[config.mk]
export PLATFORM = sky130hd
export DESIGN_NAME = sign_magnitude_pipe
export DESIGN_NICKNAME = d
export VERILOG_FILES = /design/src/rtl/sign_magnitude_pipe.sv
export SDC_FILE = /design/constraint.sdc
export NUM_CORES = 1
export LEC_CHECK = 0
export ABC_CLOCK_PERIOD_IN_PS = 4600
export CORE_UTILIZATION = 27
export CTS_CLUSTER_DIAMETER = 50
export DETAILED_ROUTE_END_ITERATION = 7
export GPL_TIMING_DRIVEN = 0
export PLACE_DENSITY_LB_ADDON = 0.3
export SLEW_MARGIN = 0
export SYNTH_ARGS = -nofsm -noshare
export SYNTH_HDL_FRONTEND = slang
export SYNTH_SLANG_ARGS = --single-unit
[constraint.sdc]
create_clock -name clk -period 4.6 [get_ports clk]
set_input_delay 0.92 -clock clk [delete_from_list [all_inputs] [get_ports clk]]
set_output_delay 0.92 -clock clk [all_outputs]
set_load 0.05 [all_outputs]
[src/rtl/sign_magnitude_pipe.sv]
// Two-stage valid/ready pipeline converting a two's-complement or unsigned multiplier result to sign-magnitude.
// Define SIGN_MAG_SAT_EN to clamp the most-negative input to the largest positive magnitude and raise sat.
module sign_magnitude_pipe #(
  parameter int WIDTH = 16
) (
  input  logic             clk,
  input  logic             reset,
  input  logic             in_valid,
  output logic             in_ready,
  input  logic             signed_mode,
  input  logic [WIDTH-1:0] mult_result,
  output logic             out_valid,
  input  logic             out_ready,
  output logic [WIDTH-1:0] magnitude,
  output logic             sign,
  output logic             zero,
  output logic             sat
);

  logic             r_s1_valid;
  logic [WIDTH-1:0] r_s1_data;
  logic             r_s1_neg;

  logic             r_s2_valid;
  logic [WIDTH-1:0] r_mag;
  logic             r_sign;
  logic             r_zero;

  logic             w_s2_load;
  logic [WIDTH-1:0] w_mag;

  assign w_s2_load = !r_s2_valid || out_ready;
  assign in_ready  = !r_s1_valid || w_s2_load;

`ifdef SIGN_MAG_SAT_EN
  localparam logic [WIDTH-1:0] MOST_NEG = {1'b1, {(WIDTH-1){1'b0}}};
  localparam logic [WIDTH-1:0] MAX_POS  = {1'b0, {(WIDTH-1){1'b1}}};

  logic w_sat;
  logic r_sat;

  // Only the most-negative value negates onto itself; clamp it instead of letting the MSB through.
  always_comb begin
    w_sat = 1'b0;
    w_mag = r_s1_neg ? (~r_s1_data + 1'b1) : r_s1_data;
    if (r_s1_neg && (r_s1_data == MOST_NEG)) begin
      w_mag = MAX_POS;
      w_sat = 1'b1;
    end
  end

  always_ff @(posedge clk or negedge reset) begin
    if (!reset) begin
      r_sat <= 1'b0;
    end else if (w_s2_load && r_s1_valid) begin
      r_sat <= w_sat;
    end
  end

  assign sat = r_sat;
`else
  always_comb begin
    w_mag = r_s1_neg ? (~r_s1_data + 1'b1) : r_s1_data;
  end

  assign sat = 1'b0;
`endif

  always_ff @(posedge clk or negedge reset) begin
    if (!reset) begin
      r_s1_valid <= 1'b0;
      r_s1_data  <= '0;
      r_s1_neg   <= 1'b0;
    end else if (in_ready) begin
      r_s1_valid <= in_valid;
      if (in_valid) begin
        r_s1_data <= mult_result;
        r_s1_neg  <= signed_mode & mult_result[WIDTH-1];
      end
    end
  end

  // Output registers hold their last value while stalled or when a bubble passes through.
  always_ff @(posedge clk or negedge reset) begin
    if (!reset) begin
      r_s2_valid <= 1'b0;
      r_mag      <= '0;
      r_sign     <= 1'b0;
      r_zero     <= 1'b0;
    end else if (w_s2_load) begin
      r_s2_valid <= r_s1_valid;
      if (r_s1_valid) begin
        r_mag  <= w_mag;
        r_sign <= r_s1_neg;
        r_zero <= (w_mag == '0);
      end
    end
  end

  assign out_valid = r_s2_valid;
  assign magnitude = r_mag;
  assign sign      = r_sign;
  assign zero      = r_zero;

endmodule

Yosys cells after proc, flatten, opt, wreduce, memory -nomap -nowiden
Cells that the tools add are included.
{"block": "op_classes", "n_addsub": 1, "n_mux": 1, "bitwise": 2, "n_reduce_logical": 7}
{"operator": "adder 16 x 1 -> 16 bit (second input constant)", "count": 1}
{"operator": "logical NOT 16 bit", "count": 1}
{"operator": "2-to-1 mux 16 bit", "count": 1}
{"operator": "NOT 16 bit", "count": 1}
{"operator": "AND reduction 2 bit", "count": 2}
{"operator": "logical NOT 1 bit", "count": 2}
{"operator": "logical OR 1 bit", "count": 2}
{"operator": "bitwise AND 1 bit", "count": 1}
{"block": "word_totals", "reg_bits": 37, "output_inout_bits": 21}

Longest topological paths before layout
{"block": "depth", "word_depth": 4, "depth_mapped": 8, "depth_no_buf": 8}

Least setup slack after synthesis
No wires, ideal clock.
{"block": "synth_timing", "path_type": "input -> register", "startpoint": "input port out_ready", "endpoint": "register r_s1_data[10]", "setup_time_ns": 0.125, "t_arrival_ns": 2.576, "required_ns": 4.475, "setup_slack_ns": 1.900, "stages": 4, "path_buffers": 1, "path_cell_list": "nand3b_1 -> nand2_1 -> clkbuf_1 -> mux2_2"}
{"block": "synth_between", "elab_chain_cells": 3}
{"element": "start, declared", "line_no": "13", "rtl": "input logic out_ready,"}
{"element": "logical OR 1 bit", "line_no": "32", "rtl": "assign w_s2_load = !r_s2_valid || out_ready;"}
{"element": "logical OR 1 bit", "line_no": "33", "rtl": "assign in_ready = !r_s1_valid || w_s2_load;"}
{"element": "AND reduction 2 bit (no source line)"}
{"element": "end signal, assigned", "line_no": "77", "rtl": "r_s1_data <= mult_result;"}
{"element": "end, declared", "line_no": "21", "rtl": "logic [WIDTH-1:0] r_s1_data;"}
No other way between the ends.
A chain may end at the register's enable or synchronous reset.

Worst setup path after layout
{"block": "layout_timing", "startpoint": "input port out_ready", "endpoint": "output port in_ready"}
{"block": "layout_between", "elab_chain_cells": 2}
{"element": "logical OR 1 bit", "line_no": "32"}
{"element": "logical OR 1 bit", "line_no": "33"}
{"element": "end, declared", "line_no": "9", "rtl": "output logic in_ready,"}
No other way between the ends.

==> summary.txt <==
Setup path
  • Crit Path Max Fanout: 3
  • R2R Setup Slk: 2.25 ns
  • Arrival time of the worst setup path: 2.35 ns
  • Worst path required time: 3.68 ns
  • CP Class: primary input to output pin
  • Cells along the critical path: clkdlybuf4s50_1 > nand3b_1 > clkdlybuf4s50_1
  • Crit. End Element: output pin
  • R2r endpoint: zero
  • Startpoint class of the critical path: primary input
  • Most common cell on crit path: clkdlybuf4s50_1
  • FF-to-FF path depth: 8
  • CP max stage delay: 0.82 ns
  • Start of the worst register-to-register path: r_s1_data[0]
  • CP max-delay cell: clkdlybuf4s50_1
  • Crit path from: out_ready
  • Crit path capture: in_ready

Placed design
  • Post-detail-place hpwl: 3.07 mm
  • Final GP Congestion: 0.779
  • Port Buffers: 40

Global route
  • GRT overflow: 0
  • Wire length of the first global-routing pass: 7.00 mm
  • Number of global-route vias before repair: 1,435
  • GRT Total Usage: 12.3%
  • Largest net degree at the start of global routing: 38
  • Initial antenna violation count: 0

Yosys
  • Synth Flop Type: dfrtp_1
  • Syn_nets: 204
  • Area share of the largest cell type after synthesis: 49.4%
  • Netlist cell types: 38
  • Synthesized area: 1870 um^2
  • Post-synth EDFFs: 0
  • Post-synth top cells: dfrtp_1 (37), nand2_1 (32), mux2_2 (18), o21ai_0 (18), xor2_1 (13)
  • Seq/Total Area, Yosys: 49.4%
  • FFs w/ async S/R, synth: 100%
  • Post-Synthesis Cells: 182
  • Top cells by area, synth: dfrtp_1 (49%), mux2_2 (11%), nand2_1 (6.4%), xor2_1 (6.1%), o21ai_0 (4.8%)
  • Flops & latches, synth: 37
  • Mean Syn Cell Area: 10.3 um^2
  • Yosys top cell by area: dfrtp_1
  • Synth warn: 0
  • Count leader, synth: dfrtp_1

Floorplanning
  • IO Pins: 42
  • Core box area: 6530 um^2
  • Die Y: 85.3 um
  • Initial Util: 28.7%
  • Horiz. Die Dim: 85.3 um
  • Num rows: 29
  • Die ar.: 7270 um^2

Timing
  • Setup violators final: 0
  • Fmax: 306 MHz
  • Unrepaired setup endpoints after global routing: false
  • Min Hold Slack: 0.487 ns
  • Fin crit period: 3.27 ns
  • Worst Max-Slew Pin Slew: 0.808 ns
  • Tcrit/Tclk final: 71.0%
  • Setup Skew: 0.00527 ns
  • Fin. Hold Viols: 0
  • Max-slew violation count: 0
  • Setup TNS: 0 ns
  • Slew margin rel.: 46.1%

Cells and area
  • Final core area utilization: 37.8%
  • Layout area overhead: 31.7%
  • Nets: 251
  • ANT cells: 0
  • Layout cells sized above 1: 14.8%

Clock network
  • Hold Buf Count CTS: 0
  • CTS Buffer Depth: 2
  • Clock buffer count from CTS: 5
  • Buffer count from post-CTS setup fixing: 0
  • CTS root buf: clkbuf_8
  • Clk sinks: 37
  • Clock transition at path regs: 0.08 ns
  • Clk Latency, worst-skew pair: 0.29 ns
  • H-tree depth: 2
  • CTS tree: built
  • Post-CTS Resized: 0

Min path
  • Hold path start: magnitude[13]
  • Hold Path Class: flip-flop to flip-flop

Pwr
  • Peak supply drop: 0.123 mV
  • Static Leak: 0.982 nW
  • Pwr per Cell Area: 450 nW/um^2

Routing
  • DRC violations left: 0
  • DR WL/cell: 13.1 um
  • 1st-pass router iterations: 4
  • Via count: 1,449
  • Via density: 4.72
  • Post-route ant nets: 0
  • Final WL: 4.02 mm
  • Drt initial violations: 38

Outcome
  • Outcome: completed

Job
  • Max_cap viols: 0
## flip-flops by register name (all words and copies together), names as in the netlist
| signal | cells |
|---|---|
| magnitude | 16 |
| out_valid | 1 |
| r_s1_data | 16 |
| r_s1_neg | 1 |
| r_s1_valid | 1 |
| sign | 1 |
| zero | 1 |
## report_power, final
group / leakage (nW) / internal, W / switching (W)
registers: 0.444 / 0.000388 / 0.0000549
clock network: 0.0542 / 0.000135 / 0.000116
logic: 0.484 / 0.000155 / 0.000262
total: 0.982 / 0.000679 / 0.000432
## cell usage in the layout, fill, tap and decap left out, drive strengths merged, types with 2 or more instances in the layout
cell type,n
clkdlybuf4s50,39
dfrtp,37
nand2,32
o21ai,23
mux2,19
clkbuf,16
xor2,13
nor2,6
nand2b,3
nand3,3
nand4,3
nor3,3
o31ai,3
inv,2
nor2b,2
mux2i,2
nor4b,2
a21oi,2
a32oi,2
buf,2
## layer usage
metal  routed length [um]  GRT usage (%)
met5                    0              0
met4                   65           4.55
met1                 2030           17.0
met3                  220           3.50
met2                 1700           18.2
## how the worst min path moves through the flow
stage	endpoint	slack [ns]	cells after the start
after floorplan	out_valid	0.46	1
after global placement	magnitude[4]	0.47	2
after detailed placement	magnitude[8]	0.48	2
after CTS	magnitude[8]	0.49	2
after global routing	magnitude[7]	0.50	2
final	magnitude[13]	0.49	2
## per-stage QoR
step                cell area (um^2)  worst slack (ns)  instances  total power [W]
CTS                             2470              1.32        307          0.00112
global placement                2370              1.33        299         0.000862
floorplan                       1870              1.90        182         0.000719
finish                          2470              1.33        307          0.00111
detailed placement              2360              1.33        299         0.000871
global route                    2470              1.29        307          0.00117
## layout make-up
class	count	area [um^2]
timing repair buffer	40	395
multi-input combinational	133	898
tap	77	96.3
clock buffer	7	96.3
fill	652	4070
inverter	2	7.51
buffer	10	41.3
clock inverter	1	5.00
sequential	37	926
## worst max-delay path, delay by kind of cell
family | cells | cell delay [ns]
buf+inv | 2 | 1.28
simple gates | 1 | 0.15
## cell families after synthesis
family          after synthesis  share of synthesized area, %
buf+inv                      12                          2.61
compound gates               34                          10.9
flops                        37                          49.4
simple gates                 62                          17.0
fa+ha+maj                     1                         0.668
mux                          21                          12.7
xor+xnor                     14                          6.55
other cells                   1                         0.200
Power figures use the tool's default switching activity.
